`src/rtl/fir_coef_loader.sv`:
```
// -----------------------------------------------------------------------------
// fir_coef_loader
//   Host-side coefficient programmer for the FIR core. It takes NTAPS
//   coefficient words from a valid/ready stream and presents them on cin/caddr
//   while holding cload high. cload stays high for HOLD_CYC extra cycles after
//   the last word and then falls, which lets the core start filtering. The
//   block reports completion, abort and a 16-bit running checksum.
// -----------------------------------------------------------------------------
module fir_coef_loader #(
   parameter int NTAPS    = 64,
   parameter int DW       = 16,
   parameter int AW       = $clog2(NTAPS),
   parameter int HOLD_CYC = 2
) (
   input  logic          clk,
   input  logic          rstn,
   input  logic          start,
   input  logic          abort,
   input  logic          s_valid,
   output logic          s_ready,
   input  logic [DW-1:0] s_data,
   output logic [DW-1:0] cin,
   output logic [AW-1:0] caddr,
   output logic          cload,
   output logic          busy,
   output logic          load_done,
   output logic          aborted,
   output logic [15:0]   checksum
);

   // The hold counter has to reach HOLD_CYC, so size it for that value.
   localparam int HW = (HOLD_CYC > 0) ? $clog2(HOLD_CYC + 1) : 1;

   localparam logic [AW-1:0] LAST_ADDR = AW'(NTAPS - 1);
   localparam logic [HW-1:0] HOLD_LAST = HW'(HOLD_CYC);

   typedef enum logic [1:0] {
      ST_IDLE = 2'd0,
      ST_LOAD = 2'd1,
      ST_HOLD = 2'd2,
      ST_FIN  = 2'd3
   } state_t;

   state_t        state;
   logic [AW-1:0] count;     // address of the next word to accept
   logic [HW-1:0] hold_cnt;  // cycles already spent in HOLD

   // Word accepted on this edge: handshake complete and no abort pending.
   logic accept;
   assign accept = (state == ST_LOAD) && s_valid && s_ready && !abort;

   // Abort only has meaning while the load window is open.
   logic abort_hit;
   assign abort_hit = abort && ((state == ST_LOAD) || (state == ST_HOLD));

   // FSM with every output registered; pulses default low each cycle.
   always_ff @(posedge clk or negedge rstn) begin
      if (!rstn) begin
         // NOTE: the async reset clears every output register, so cload drops
         // the moment rstn falls, without waiting for a clock edge.
         state     <= ST_IDLE;
         count     <= '0;
         hold_cnt  <= '0;
         s_ready   <= 1'b0;
         cin       <= '0;
         caddr     <= '0;
         cload     <= 1'b0;
         busy      <= 1'b0;
         load_done <= 1'b0;
         aborted   <= 1'b0;
         checksum  <= '0;
      end else begin
         // NOTE: non-blocking assignments throughout, so every branch below
         // reads the pre-edge value of state/count and none sees a half-updated one.
         load_done <= 1'b0;
         aborted   <= 1'b0;

         if (abort_hit) begin
            // Close the window at once; the word on the bus this cycle is dropped.
            state   <= ST_IDLE;
            cload   <= 1'b0;
            busy    <= 1'b0;
            s_ready <= 1'b0;
            aborted <= 1'b1;
         end else begin
            unique case (state)
               ST_IDLE: begin
                  if (start && !abort) begin
                     state    <= ST_LOAD;
                     cload    <= 1'b1;
                     busy     <= 1'b1;
                     s_ready  <= 1'b1;
                     count    <= '0;
                     caddr    <= '0;
                     checksum <= '0;
                  end
               end

               ST_LOAD: begin
                  if (accept) begin
                     cin      <= s_data;
                     caddr    <= count;
                     checksum <= checksum + 16'(s_data);
                     if (count == LAST_ADDR) begin
                        // Last word: stop accepting and keep it on the bus.
                        // count stays at LAST_ADDR so it never wraps.
                        s_ready  <= 1'b0;
                        hold_cnt <= '0;
                        state    <= ST_HOLD;
                     end else begin
                        count <= count + AW'(1);
                     end
                  end
               end

               ST_HOLD: begin
                  // HOLD lasts HOLD_CYC+1 cycles, so the last word is seen
                  // with cload high for that many cycles in total.
                  if (hold_cnt == HOLD_LAST) begin
                     state     <= ST_FIN;
                     cload     <= 1'b0;
                     busy      <= 1'b0;
                     load_done <= 1'b1;
                  end else begin
                     hold_cnt <= hold_cnt + HW'(1);
                  end
               end

               ST_FIN: begin
                  state <= ST_IDLE;
               end

               default: begin
                  state <= ST_IDLE;
               end
            endcase
         end
      end
   end

   // ---------------------------------------------------------------------------
   // Protocol properties of the cload window
   // ---------------------------------------------------------------------------

   // busy and cload describe the same window.
   a_busy_is_window: assert property (@(posedge clk) disable iff (!rstn)
      busy == cload);

   // Words are only taken while the window is open.
   a_ready_in_window: assert property (@(posedge clk) disable iff (!rstn)
      s_ready |-> cload);

   // Completion and abort are mutually exclusive.
   a_one_pulse: assert property (@(posedge clk) disable iff (!rstn)
      !(load_done && aborted));

   // cload only ever closes by completing or by aborting.
   a_clean_fall: assert property (@(posedge clk) disable iff (!rstn)
      $fell(cload) |-> (load_done || aborted));

   // The address never runs past the last tap.
   a_addr_bound: assert property (@(posedge clk) disable iff (!rstn)
      caddr <= LAST_ADDR);

endmodule

```
`config.mk`:
```
export PLATFORM = sky130hd
export DESIGN_NAME = fir_coef_loader
export DESIGN_NICKNAME = d
export VERILOG_FILES = /design/src/rtl/fir_coef_loader.sv
export SDC_FILE = /design/constraint.sdc
export NUM_CORES = 1
export LEC_CHECK = 0
export CAP_MARGIN = 20
export CORE_MARGIN = 5
export CORE_UTILIZATION = 41
export CTS_CLUSTER_DIAMETER = 50
export DETAILED_ROUTE_END_ITERATION = 7
export PLACE_DENSITY = 0.7
export SETUP_SLACK_MARGIN = 0.05
export SYNTH_ARGS = -nofsm -noshare
export SYNTH_HDL_FRONTEND = slang
export SYNTH_SLANG_ARGS = --single-unit
```
`constraint.sdc`:
```
create_clock -name clk -period 5.1 [get_ports clk]
set_input_delay 1.53 -clock clk [delete_from_list [all_inputs] [get_ports clk]]
set_output_delay 1.53 -clock clk [all_outputs]
set_load 0.02 [all_outputs]
```
==> Word level (Yosys, flattened, before mapping) <==
Cells that the tools add are included.
W data, S select, Z words.
{ "totals": {"register_bits": 52, "in_bits": 21, "out_inout_bits": 43, "elab_cells": 78} }
{ "op_classes": {"add_sub_neg": 3, "n_eq_ne": 14, "mux": 31, "n_bitwise": 1, "n_reduce_logical": 19} }
{ "op_table": {"columns": ["cell", "count"], "rows": [
  ["$mux W16", 2],
  ["$pmux W16 S2", 1],
  ["$mux W6", 4],
  ["$pmux W6 S2", 2],
  ["$add A16 B16 Y16", 1],
  ["$mux W2", 8],
  ["$reduce_and A4 Y1", 3],
  ["$mux W1", 10],
  ["$reduce_and A5 Y1", 2],
  ["$ne A2 B2 Y1 const B", 4],
  ["$pmux W2 S4", 1],
  ["$add A6 B1 Y6 const B", 1],
  ["$eq A2 B2 Y1 const B", 3],
  ["$eq A6 B6 Y1 const B", 1],
  ["$ne A3 B2 Y1 const B", 2],
  ["$ne A3 B3 Y1 const B", 2],
  ["$reduce_and A3 Y1", 2],
  ["$reduce_bool A3 Y1", 2],
  ["$logic_and A1 B1 Y1", 5],
  ["$pmux W1 S2", 2],
  ["$pmux W2 S2", 1],
  ["$reduce_bool A2 Y1", 2],
  ["$add A2 B1 Y2 const B", 1],
  ["$eq A2 B1 Y1 const B", 1],
  ["5 further kinds", 5]
]} }

==> Longest topological paths before layout <==
Gate-level depths: netlist (run 1).
{ "logic_depth": {"word_depth": 7, "depth_mapped": 11} }

==> Worst setup path before layout (run 1) <==
No wires, ideal clock.
{ "synth_path": {"path_kind": "input-to-reg", "startpoint": "input port s_data[0]", "endpoint": "register checksum[14]", "setup_ns": 0.132, "t_arrival_ns": 3.128, "slack_ns": 1.841, "path_stages": 9, "path_cell_list": "ha_1 inv_1 fa_1 nor2b_1 o31a_1 o21a_1 o31ai_1 a2111oi_0 or3b_1"} }
{ "synth_via": {"elab_chain_cells": 3} }
{ "synth_rtl": {"columns": ["item", "line_no", "text"], "rows": [
  ["start: declaration", "21", "input logic [DW-1:0] s_data,"],
  ["$add A16 B16 Y16", "103", "checksum <= checksum + 16'(s_data);"],
  ["$mux W16", "100", "if (accept) begin"],
  ["$pmux W16 S2", "86", "unique case (state)"],
  ["end signal: assignment", "103", null],
  ["end: declaration", "28", "output logic [15:0] checksum"]
]} }
No other way between the ends. The select of a mux whose other input is x is not followed.
A chain may end at the register's enable or synchronous reset.

==> Worst setup path after layout (run 1) <==
{ "layout_path": {"startpoint": "input port abort", "endpoint": "register checksum[15]"} }
{ "layout_via": {"elab_chain_cells": 4, "elab_cells_between_ends": 8} }
{ "layout_rtl": {"columns": ["item", "line_no", "text"], "rows": [
  ["start: declaration", "18", "input logic abort,"],
  ["$logic_not A1 Y1", "50, 88", null],
  ["$logic_and A1 B1 Y1, on equally long branches", "88, 50", null],
  ["$ne A2 B2 Y1 (no line)", null, null],
  ["$reduce_and A4 Y1 (no line) *", null, null]
]} }
Mark *: on every way between the ends. The rest lies on a longest branch, timed or not.

==> flow_metrics.tcl, run 1 <==
set metrics [dict create \
    status "finished clean" \
    cts.sink_count 52 \
    layout.nets 429 \
    placement.io_buffers 63 \
    cts_resized 0 \
    synthMostInstantiatedCell "sky130_fd_sc_hd__dfrtp_1" \
    core_area_um2 7250 \
    place.gp.congestion 0.858 \
    drv_slew 0 \
    place_inst 478 \
    clk_pin_slew_worst_paths_ns 0.11 \
    num_antenna_cells 0 \
    worst_path_max_delay_cell "sky130_fd_sc_hd__or4b_1" \
    grt_setup_unrepaired "false" \
    count_of_flip_flops_with_a_built_in_enable_after_synthesis 0 \
    floorplan.die_area_um2 9310 \
    cts_buf_count 5 \
    seqPwrFrac_pct 31.6 \
    path_max_fanout 22 \
    cts.hold.buffers_added 0 \
    crit_path_cell_trace "clkdlybuf4s50_1 -> or3_4 -> or2_0 -> or4b_1 -> o211ai_2" \
    setup.worst_path.end_class "flop" \
    switchingPower_uw 947 \
    die_w_um 96.5 \
    wire_per_inst_um 14.6 \
    cts_tree "built" \
    synth.area.top_cells "sky130_fd_sc_hd__dfrtp_1, sky130_fd_sc_hd__ha_1, sky130_fd_sc_hd__nand2_1" \
    worst-endpoint-arrival_ns 3.87 \
    final-hold-violation-count 0 \
    wl_um 7090 \
    filler_cell_count 694 \
    p_comb_share_pct 56.9 \
    startpoint_class_of_the_critical_path "input port" \
    power_frac_clock_pct 11.5 \
    power.share.switching_pct 43.5 \
    first_pass_grt_wire_length_um 12000 \
    max_freq_ghz 0.276 \
    post_synth_instance_area_um2 3070 \
    utilization_pct 53.3 \
    antenna_found_initial 0 \
    die_h_um 96.5 \
    netlist_top_cells_count "sky130_fd_sc_hd__dfrtp_1, sky130_fd_sc_hd__nand2_1, sky130_fd_sc_hd__o21ai_0, sky130_fd_sc_hd__ha_1, sky130_fd_sc_hd__a21oi_1" \
    drc 0 \
    yosysSeqAreaShare_pct 42.4 \
    vias_in_the_first_global_route 2546 \
    area_growth_syn_to_layout_pct 26.2 \
    avgViaCountPerCell 5.48 \
    drt_pre_antenna_iters 4 \
    pin_count 64 \
    synthesis.area_per_instance_um2 9.35 \
    cts_buffer_depth 2 \
    synthCells 328 \
    worstMarginPinSlew_ns 0.872 \
    synthDominantCellAreaShare_pct 42.4 \
    synth_seq_cells 52 \
    synth.yosys.warnings 0 \
    post_route_cells_drive_above_1_share_pct 7.49 \
    grt_max_degree 53 \
    post-synth-top-area-cell "sky130_fd_sc_hd__dfrtp_1" \
    synthesis.nets 371 \
    leakagePower_nw 1.69 \
    worst_slew_margin_rel_pct 41.9 \
    finalCriticalPeriod_ns 3.63 \
    powerDensity_nw_per_um2 563 \
    initial_core_utilization_pct 42.3 \
    worstPathBufferInverterCount 1 \
    detailroute.via_count 2665 \
    yosysUniqueCellTypes 52 \
    cts_post_setup_buffers_inserted 0 \
    worst-setup-path-type "in2reg" \
    instances_no_fill 486 \
    drv.max_cap_violation_count 0 \
    synth_top_flop_cell "sky130_fd_sc_hd__dfrtp_1" \
    critical-path-max-stage-delay_ns 0.63 \
    grt_overflow_total 0 \
    period_utilization_pct 71.1 \
    number_of_nets_with_antenna_violations_after_detailed_routing 0 \
    totalNegativeSetupSlack_ns 0 \
    dp_wirelength_um 5220 \
    ctsRootBufferMaster "sky130_fd_sc_hd__clkbuf_8" \
    grt.total_usage_pct 16.1 \
    num_rows 31 \
    p_int_mw 1.23 \
    cp_data_required_time_ns 5.34 \
    vdd_ir_drop_max_v 0.000244 \
    clock-skew-final_ns 0.00765 \
    setup_viol 0 \
    hold_class "reg2reg" \
    cts-htree-levels 2 \
    clk-insertion-delay-late_ns 0.31 \
    detail_route.iter0.violations 155 \
    synth_async_sr_flop_share_pct 100 \
    timing.critical_path.max_delay_family "simple AND/OR/NAND/NOR gates" \
]
## worst min-delay path: cells and delay by family (launching register included)
kind          cells  cell delay [ns]
flops             1             0.36
simple gates      2             0.10
## layout by cell type, fill, tap and decap left out, drive strengths merged, types with 4 or more instances in the layout
| cell type | synthesis | layout |
|---|---|---|
| nand4 | 8 | 8 |
| a21oi | 19 | 19 |
| o31ai | 4 | 4 |
| nor2b | 7 | 7 |
| a21o | 7 | 7 |
| dfrtp | 52 | 52 |
| nor2 | 14 | 14 |
| buf | 5 | 4 |
| nand3 | 17 | 17 |
| nor3 | 6 | 6 |
| clkbuf | 10 | 5 |
| clkdlybuf4s50 | 0 | 62 |
| o211ai | 4 | 4 |
| mux2 | 14 | 14 |
| inv | 15 | 16 |
| o21ai | 28 | 28 |
| ha | 21 | 21 |
| nand2 | 48 | 48 |
## cell type report
class                           count  area (um2)  area share (%)
Multi-Input combinational cell    246        1640            42.4
Sequential cell                    52        1300            33.6
Timing Repair Buffer               66         648            16.8
Tap cell                           99         124            3.20
Clock buffer                        5        68.8            1.78
Inverter                           15        58.8            1.52
Clock inverter                      3        27.5           0.712
## final timing paths
path	depth (start not counted)	slack [ns]	startpoint	to
min in group asynchronous	2	1.32	rstn	load_done
max reg2reg	7	2.06	state[1]	checksum[15]
min reg2reg	2	0.48	caddr[0]	caddr[0]
max in group asynchronous	2	3.32	rstn	checksum[14]
max	5	1.47	abort	checksum[15]
min	2	0.48	caddr[0]	caddr[0]
## state kept, by name (all words and copies together), names as in the netlist
signal     flops
aborted        1
busy           1
caddr          6
checksum      16
cin           16
count          6
hold_cnt       2
load_done      1
s_ready        1
state          2
## per-layer routing
metal  share of wire (%)  vias up  global-route usage [%]
li1                    -     1311                       -
met1                  45     1244                    22.0
met2                  45       93                    25.0
met3                 7.6       17                    3.95
met4                 2.1        0                    5.02
met5                   0        -                       0
## power groups by stage
stage	registers, mW	clock network, mW	logic [mW]
2_1_floorplan	0.841	0	0.634
3_5_place_dp	0.696	0	1.24
6_report	0.687	0.251	1.24
5_1_grt	0.711	0.275	1.37
4_1_cts	0.688	0.259	1.25
3_3_place_gp	0.690	0	1.22
## cell families after synthesis
kind of cell	synth area share, %
flip-flops	42.4
adder cells (fa/ha/maj)	9.22
buffers and inverters	4.12
multiplexers	5.80
AO/OA/AOI/OAI	19.1
AND/OR/NAND/NOR	18.4
XOR/XNOR	0.857
## per-stage QoR
step | hold WS [ns] | setup slack, ns | instance area, um2 | power (mW)
2_1_floorplan | 0.514 | 1.84 | 3070 | 1.48
4_1_cts | 0.481 | 1.46 | 3870 | 2.20
6_report | 0.476 | 1.47 | 3870 | 2.18
3_5_place_dp | 0.456 | 1.13 | 3770 | 1.94
5_1_grt | 0.506 | 1.31 | 3870 | 2.35
3_3_place_gp | 0.453 | 1.19 | 3770 | 1.91
Power figures use the tool's default switching activity.
==> inputs of run 2 (changes only) <==
--- a/config.mk
+++ b/config.mk
@@ -10,7 +10,7 @@
 export CORE_UTILIZATION = 41
 export CTS_CLUSTER_DIAMETER = 50
 export DETAILED_ROUTE_END_ITERATION = 7
-export PLACE_DENSITY = 0.7
+export PLACE_DENSITY = 0.73
 export SETUP_SLACK_MARGIN = 0.05
 export SYNTH_ARGS = -nofsm -noshare
 export SYNTH_HDL_FRONTEND = slang
==> constraint.sdc (replaced) <==
create_clock -name clk -period 3.15 [get_ports clk]
set_input_delay 0.945 -clock clk [delete_from_list [all_inputs] [get_ports clk]]
set_output_delay 0.945 -clock clk [all_outputs]
set_load 0.02 [all_outputs]
==> run 2 against run 1 <==
  * Non-clock buffer count up 21
  * Setup slack lost 1.3 ns
  * Combinational power up 73%
  * First-iteration DRC count decreased by 14%
  * Sequential share of layout area fell by 1.3 points
  * Routed wire length is 5.9% higher
  * Clock skew grew 0.0010 ns
  * Worst hold slack got worse by 0.0011 ns
  * Clock-buffer cell count is the same
  * Die area unchanged
  * Clock power is 66% higher
==> flow_metrics.tcl, run 2 (same netlist as run 1, synthesis figures left out) <==
set metrics [dict create \
    vdd_ir_drop_max_v 0.000364 \
    post_route_cells_drive_above_1_share_pct 12.3 \
    ctsRootBufferMaster "sky130_fd_sc_hd__clkbuf_8" \
    period_utilization_pct 93.0 \
    path_max_fanout 4 \
    grt.total_usage_pct 17.1 \
    top_regs "checksum x16, cin x16" \
    clk_pin_slew_worst_paths_ns 0.11 \
    grt_overflow_total 0 \
    grt_max_degree 26 \
    drt_pre_antenna_iters 5 \
    worst-endpoint-arrival_ns 3.14 \
    clk-insertion-delay-late_ns 0.32 \
    worstPathBufferInverterCount 1 \
    num_antenna_cells 0 \
    die_w_um 96.5 \
    num_rows 31 \
    clock-skew-final_ns 0.00868 \
    worst_slew_margin_rel_pct 55.1 \
    cts_tree "built" \
    worst-setup-path-type "in2reg" \
    place.gp.congestion 0.897 \
    finalCriticalPeriod_ns 2.93 \
    worstMarginPinSlew_ns 0.672 \
    cts_buffer_depth 2 \
    cts.sink_count 52 \
    cp_data_required_time_ns 3.35 \
    initial_core_utilization_pct 42.3 \
    floorplan.die_area_um2 9310 \
    pin_count 64 \
    placement.io_buffers 63 \
    leading_cell_types_in_the_layout_fill_and_taps_excluded "sky130_fd_sc_hd__clkdlybuf4s50_1, sky130_fd_sc_hd__dfrtp_1, sky130_fd_sc_hd__nand2_1" \
    timing.critical_path.max_delay_family "compound AO/OA/AOI/OAI gates" \
    total_power_mw 3.67 \
    antenna_found_initial 0 \
    area_growth_syn_to_layout_pct 31.3 \
    detail_route.iter0.violations 134 \
    vias_in_the_first_global_route 2661 \
    setup_viol 0 \
    worst_path_max_delay_cell "sky130_fd_sc_hd__clkdlybuf4s50_1" \
    cts_buf_count 5 \
    max_freq_ghz 0.341 \
    final-hold-violation-count 0 \
    hold_class "reg2reg" \
    dpl_cell_area_um2 3930 \
    drv_slew 0 \
    powerDensity_nw_per_um2 913 \
    status "finished clean" \
    number_of_nets_with_antenna_violations_after_detailed_routing 0 \
    drc 0 \
    die_h_um 96.5 \
    filler_cell_count 657 \
    avgViaCountPerCell 5.50 \
    utilization_pct 55.5 \
    setup.worst_path.end_class "flop" \
    detailroute.via_count 2786 \
    wire_per_inst_um 14.8 \
    final_area_um2 4030 \
    critical-path-max-stage-delay_ns 0.44 \
    first_pass_grt_wire_length_um 12700 \
    cts-htree-levels 2 \
    cts.hold.buffers_added 0 \
    leakagePower_nw 1.79 \
    grt_setup_unrepaired "false" \
    core_area_um2 7250 \
    cts_resized 0 \
    cts_post_setup_buffers_inserted 0 \
    crit_path_cell_trace "clkdlybuf4s50_1 -> ha_1 -> nor2b_1 -> o31a_1 -> o21a_1 -> o31ai_1 -> a2111oi_0 -> or3b_1" \
    wl_um 7510 \
    startpoint_class_of_the_critical_path "input port" \
    dp_wirelength_um 5760 \
    drv.max_cap_violation_count 0 \
    layout.nets 450 \
    mostFrequentLayoutCell "sky130_fd_sc_hd__clkdlybuf4s50_1" \
]
[run 2: changes by cell type in the layout (fill, tap and decap cells not counted)]
cell,delta
sky130_fd_sc_hd__buf_4,+21
[run 2: layer usage]
metal	share of wire, %	vias to the layer above	track usage, %	routed length, um
met5	0	-	0	0
met4	0.76	0	3.86	57
met3	6.8	8	3.18	510
met2	45	96	27.8	3390
met1	47	1322	23.6	3550
li1	-	1360	-	-
[run 2: final timing paths]
path | start | endpoint | slack (ns) | cells after the start
worst max-delay path | s_data[2] | checksum[14] | 0.22 | 8
worst min-delay path | caddr[0] | caddr[0] | 0.48 | 2
worst max register to register | state[1] | checksum[4] | 0.74 | 8
worst min register to register | caddr[0] | caddr[0] | 0.48 | 2
max in group asynchronous | rstn | cin[6] | 2.00 | 2
min in group asynchronous | rstn | aborted | 0.54 | 1
[run 2: area by class of cell]
class | count | area (um2) | area share, %
clock inverters | 3 | 27.5 | 0.684
clock buffers | 5 | 68.8 | 1.71
multi-input cells | 246 | 1640 | 40.7
well taps | 99 | 124 | 3.08
flip-flops and latches | 52 | 1300 | 32.3
inverters | 15 | 58.8 | 1.46
repair buffers | 87 | 806 | 20.0
[run 2: stage by stage]
stage | instances | hold slack, ns | worst slack (ns) | setup TNS (ns)
floorplan | 328 | 0.514 | 0.476 | 0
global placement | 499 | 0.453 | -0.0325 | -0.0325
detailed placement | 499 | 0.460 | -0.115 | -0.154
CTS | 507 | 0.481 | 0.221 | 0
global route | 507 | 0.519 | 0.110 | 0
finish | 507 | 0.475 | 0.219 | 0
[run 2: where the power goes]
group	switching, mW	total [mW]	internal [mW]	leakage (nW)
clock network	0.252	0.416	0.164	0.0463
logic	1.15	2.14	0.995	1.07
registers	0.189	1.12	0.927	0.679
total	1.59	3.67	2.09	1.79
[run 2: worst register-to-register path, delay by kind of cell, from the launching register on]
family | cells | cell delay, ns
compound gates | 3 | 1.01
buf+inv | 3 | 0.62
flops | 1 | 0.40
fa+ha+maj | 1 | 0.23
simple gates | 1 | 0.08
==> inputs of run 3 (changes only) <==
--- a/config.mk
+++ b/config.mk
@@ -10,8 +10,10 @@
 export CORE_UTILIZATION = 41
 export CTS_CLUSTER_DIAMETER = 50
 export DETAILED_ROUTE_END_ITERATION = 7
-export PLACE_DENSITY = 0.73
+export HOLD_SLACK_MARGIN = 0.15
+export PLACE_DENSITY = 0.79
 export SETUP_SLACK_MARGIN = 0.05
+export SKIP_CTS_REPAIR_TIMING = 1
 export SYNTH_ARGS = -nofsm -noshare
 export SYNTH_HDL_FRONTEND = slang
 export SYNTH_SLANG_ARGS = --single-unit
==> run 3 against run 2 <==
  * Sequential power is essentially flat
  * Clock-buffer cell count increased by 2
  * Highest routed layer unchanged
  * Global-route usage is essentially flat
  * Worst hold slack gained 0.0023 ns
  * Sequential share of layout area is essentially flat
  * Flip-flop and latch count stayed put
  * First-iteration DRC count up 11%
  * Utilization decreased by 0.052 points
  * Critical path type unchanged
  * Clock power shrank 4.8%
  * Design area hardly changed
  * Largest power group unchanged
==> flow_metrics.tcl, run 3 (same netlist as run 1, synthesis figures left out) <==
set metrics [dict create \
    status "finished clean" \
    cts.sink_count 52 \
    post_place_worst_slack_ns -0.113 \
    cts-htree-levels 2 \
    floorplan.die_area_um2 9310 \
    hold_end "caddr[1]" \
    first_pass_grt_wire_length_um 12600 \
    setup_slack_after_layout_ns 0.256 \
    drt_pre_antenna_iters 4 \
    clk_pin_slew_worst_paths_ns 0.09 \
    pin_count 64 \
    clk-insertion-delay-late_ns 0.30 \
    totalNegativeSetupSlack_ns 0 \
    top_regs "checksum x16, cin x16" \
    worst-setup-path-type "in2reg" \
    antenna_found_initial 0 \
    wl_um 7520 \
    final-hold-violation-count 0 \
    number_of_nets_with_antenna_violations_after_detailed_routing 0 \
    worstMarginPinSlew_ns 0.530 \
    num_rows 31 \
    leakagePower_nw 1.78 \
    drv.max_cap_violation_count 0 \
    critical_path.reg2reg.endpoint "count[3]" \
    cts_tree "built" \
    ctsRootBufferMaster "sky130_fd_sc_hd__clkbuf_8" \
    timing.reg2reg.worst_path_depth 9 \
    grt_overflow_total 0 \
    clock-skew-final_ns 0.00858 \
    detailroute.via_count 2773 \
    die_h_um 96.5 \
    layout.nets 449 \
    worst-endpoint-arrival_ns 3.14 \
    area_growth_syn_to_layout_pct 31.2 \
    num_antenna_cells 0 \
    drc 0 \
    r2r_slack_ns 0.79 \
    mostFrequentLayoutCell "sky130_fd_sc_hd__clkdlybuf4s50_1" \
    period_utilization_pct 91.9 \
    max_freq_ghz 0.346 \
    grt_setup_unrepaired "true" \
    hold_class "reg2reg" \
    post_route_cells_drive_above_1_share_pct 12.0 \
    worst_slew_margin_rel_pct 64.7 \
    vias_in_the_first_global_route 2734 \
    drv_slew 0 \
    detail_route.iter0.violations 149 \
    initial_core_utilization_pct 42.3 \
    placement.io_buffers 63 \
    reg2reg_launch_point "state[1]" \
    leading_cell_types_in_the_layout_fill_and_taps_excluded "sky130_fd_sc_hd__clkdlybuf4s50_1, sky130_fd_sc_hd__dfrtp_1, sky130_fd_sc_hd__nand2_1" \
    powerDensity_nw_per_um2 904 \
    wire_per_inst_um 14.9 \
    setup.worst_path.end_class "flop" \
    worst_hold_path.num_cells 2 \
    avgViaCountPerCell 5.48 \
    cts_buf_count 5 \
    grt_max_degree 22 \
    place.gp.congestion 0.875 \
    vdd_ir_drop_max_v 0.000429 \
    core_area_um2 7250 \
    cts_buffer_depth 2 \
    setup_viol 0 \
    cp_data_required_time_ns 3.39 \
    dp_wirelength_um 5810 \
    path_max_fanout 3 \
    worstHoldStart "caddr[1]" \
    startpoint_class_of_the_critical_path "input port" \
    grt.total_usage_pct 17.1 \
    finalCriticalPeriod_ns 2.89 \
    die_w_um 96.5 \
]
run 3: changes by cell type in the layout (fill, tap and decap cells not counted), sizes merged:
cell    change
buf         -1
clkbuf      +2
clkinv      -1
inv         -1
run 3: how the worst max path moves through the flow:
stage | startpoint | to | slack, ns | cells after the start
after floorplan | s_data[0] | checksum[14] | 0.48 | 9
after global placement | s_data[0] | checksum[14] | -0.08 | 10
after detailed placement | s_data[0] | checksum[14] | -0.11 | 10
after CTS | s_data[0] | checksum[14] | 0.18 | 10
after global routing | s_data[0] | checksum[14] | 0.05 | 10
final | s_data[0] | checksum[8] | 0.26 | 10
run 3: power breakdown:
part | switching (mW) | internal (mW) | total (mW)
clock network | 0.217 | 0.179 | 0.396
registers | 0.187 | 0.927 | 1.11
logic | 1.15 | 0.981 | 2.13
total | 1.55 | 2.09 | 3.64
run 3: metal layers:
metal / up-vias / routed length [um] / track usage (%)
met5: - / 0 / 0
li1: 1349 / - / -
met2: 69 / 3500 / 28.3
met4: 0 / 96 / 5.49
met3: 6 / 393 / 3.72
met1: 1349 / 3530 / 22.3
run 3: through the flow:
step | util, % | area [um2] | hold WS [ns] | cells | power [mW]
3_5_place_dp | 54.1 | 3920 | 0.465 | 498 | 3.24
3_3_place_gp | 54.1 | 3920 | 0.455 | 498 | 3.18
4_1_cts | 55.4 | 4020 | 0.486 | 506 | 3.66
6_report | 55.4 | 4020 | 0.477 | 506 | 3.64
5_1_grt | 55.4 | 4020 | 0.511 | 506 | 3.94
2_1_floorplan | - | 3070 | 0.514 | 328 | 2.39
run 3: worst max-delay path, stage by stage:
cell	delay [ns]
sky130_fd_sc_hd__clkdlybuf4s50_1	0.43
sky130_fd_sc_hd__ha_1	0.22
sky130_fd_sc_hd__inv_1	0.07
sky130_fd_sc_hd__fa_1	0.18
sky130_fd_sc_hd__nor2b_1	0.06
sky130_fd_sc_hd__o31a_1	0.26
sky130_fd_sc_hd__o21ai_0	0.26
sky130_fd_sc_hd__a21oi_1	0.14
sky130_fd_sc_hd__or4_1	0.48
sky130_fd_sc_hd__nand3_1	0.09
run 3: layout make-up:
| type | count | area (um2) |
|---|---|---|
| Inverter | 15 | 58.8 |
| Clock inverter | 1 | 7.51 |
| Tap cell | 99 | 124 |
| Fill cell | 655 | 3230 |
| Clock buffer | 7 | 86.3 |
| Sequential cell | 52 | 1300 |
| Multi-Input combinational cell | 246 | 1650 |
| Timing Repair Buffer | 86 | 798 |
==> RTL change (flow settings as in run 3) <==
The parameter `DW` goes from 16 to 32.
--- a/src/rtl/fir_coef_loader.sv
+++ b/src/rtl/fir_coef_loader.sv
@@ -10,3 +10,3 @@
    parameter int NTAPS    = 64,
-   parameter int DW       = 16,
+   parameter int DW       = 32,
    parameter int AW       = $clog2(NTAPS),
Ports: changed (resized cin and s_data); port bits go from 64 to 96. No check against the original RTL was run, so the function may have changed too.
==> RTL change against run 3 <==
Non-clock buffer count is 29 higher; synthesized cell count is 0.61% higher; sequential share of layout area is 2.5 points higher; critical path type unchanged; power is 33% higher; die area is 14% higher; register-to-register slack better by 0.13 ns; via count is 4.7% higher; sequential cell count is 16 higher; first-iteration DRC count is 62% lower; setup slack worse by 0.030 ns; cell area is 21% higher; synthesized area is 15% higher; wire length is 17% higher.
==> RTL change: results (changes against run 3) <==
[route]
drt-vias-per-instance = 5.27  ; -3.9%
first_pass_iters = 4  ; unchanged
vias = 2903  ; +4.7%
first_iter_violations = 57  ; -62%
wl_um = 8780  ; +17%

[finish]
regMostFlops = cin
n_fill_cell = 725  ; +11%
fin_nets = 501  ; +12%
n_antenna_cell = 0  ; unchanged
reg_top3 = cin (32), checksum (16)
drive_above_1_share_pct = 16.8  ; +4.8 points

[clocking]
clkTransAtPathRegs_ns = 0.08
htree_levels = 3  ; +1
root_buffer = clkbuf_8
clockBufferDepth = 2  ; unchanged
clock_latency_ns = 0.34  ; +0.04 ns
numCtsBuffers = 9  ; +4

[place]
port_buffers = 95  ; +51%
place_area_um2 = 4700  ; +20%
hpwl_um = 6600  ; +13%
routabilityCongestion = 0.870  ; -0.54%
placed_cells = 536  ; +7.6%
pre_cts_ws_ns = -0.158  ; -0.0453 ns

[worst_setup_path]
rr_worst_depth = 8  ; -1
crit_family = compound AO/OA/AOI/OAI gates
arrival_ns = 3.15  ; about the same
max_stage_delay_ns = 0.48  ; about the same
cp_slowest_cell = clkdlybuf4s50_1
cp_max_fo = 3  ; unchanged

[outcome]
status = finished, final reports clean

[logic_synthesis]
yosysSeqAreaShare_pct = 48.1  ; +5.7 points
synthArstFlopShare_pct = 100  ; unchanged
yosys_most_used_dff = dfrtp_1
synth_common_cells = dfrtp_1 (68), nand2_1 (41), mux2_2 (32), o21ai_0 (25), ha_1 (21)
synth.avg_cell_area_um2 = 10.7  ; +15%
syn_nets = 389  ; +4.9%
yosysWarnings = 0  ; unchanged
synth_cell_type_count = 50  ; -3.8%
synth.area.top_cells = dfrtp_1 (48%), mux2_2 (10%), ha_1 (7.4%)

[worst_hold_path]
hold_class = flop to flop
hold_depth = 2  ; unchanged

[global_route]
grt_use_total_pct = 17.5  ; +0.38 points
antenna_found_initial = 0  ; unchanged
grt_pass1_vias = 3061  ; +12%
grt_max_degree = 69  ; +210%
grt_first_pass_wirelength_um = 14500  ; +15%

[power]
peakVddDrop_uv = 451  ; +5.2%
p_leak_nw = 2.22  ; +25%

[timing]
slew_headroom_pct = 43.0  ; -22 points
fin_skew_ns = 0.0146  ; +0.00600 ns

[RTL change: worst paths after layout]
| check | slack (ns) | start | end |
|---|---|---|---|
| setup / recovery | 0.23 | s_data[0] | checksum[10] |
| hold / removal | 0.47 | caddr[4] | caddr[4] |
| setup reg to reg | 0.92 | checksum[2] | checksum[13] |
| hold reg to reg | 0.47 | caddr[4] | caddr[4] |
| max in group asynchronous | 1.88 | rstn | hold_cnt[0] |
| min in group asynchronous | 0.73 | rstn | cin[30] |
[RTL change: layout make-up]
cell class / count / area, um^2 / area share [%]
Clock buffer: 13 / 159 / 3.26
Sequential cell: 68 / 1700 / 34.9
Inverter: 12 / 45.0 / 0.924
Multi-Input combinational cell: 236 / 1730 / 35.5
Clock inverter: 2 / 10.0 / 0.205
Timing Repair Buffer: 115 / 1100 / 22.5
Tap cell: 105 / 131 / 2.70
[RTL change: where the power goes]
part           internal [mW]  switching [mW]  total, mW
Sequential              1.23           0.228       1.45
Combinational           1.35            1.41       2.75
Clock                  0.323           0.317      0.640
[RTL change: layer usage]
metal	global-route usage (%)	share of wire, %
met5	0	0
met4	5.18	2.1
met3	5.01	5.5
met2	30.3	51
met1	21.2	41
[RTL change: cell families after synthesis]
| group | Yosys count | share of synthesized area (%) |
|---|---|---|
| xor gates and xnor gates | 14 | 3.47 |
| adders and majority gates | 22 | 8.00 |
| AOI/OAI and AO/OA | 77 | 14.9 |
| DFF | 68 | 48.1 |
| buffers and inverters | 26 | 3.18 |
| muxes | 32 | 10.2 |
| and+or+nand+nor | 91 | 12.2 |
[RTL change: tightest hold or removal path, cell delays in order, from the launching register on]
cell     delay, ns
dfrtp_1       0.34
nand2_1       0.05
nand2_1       0.04
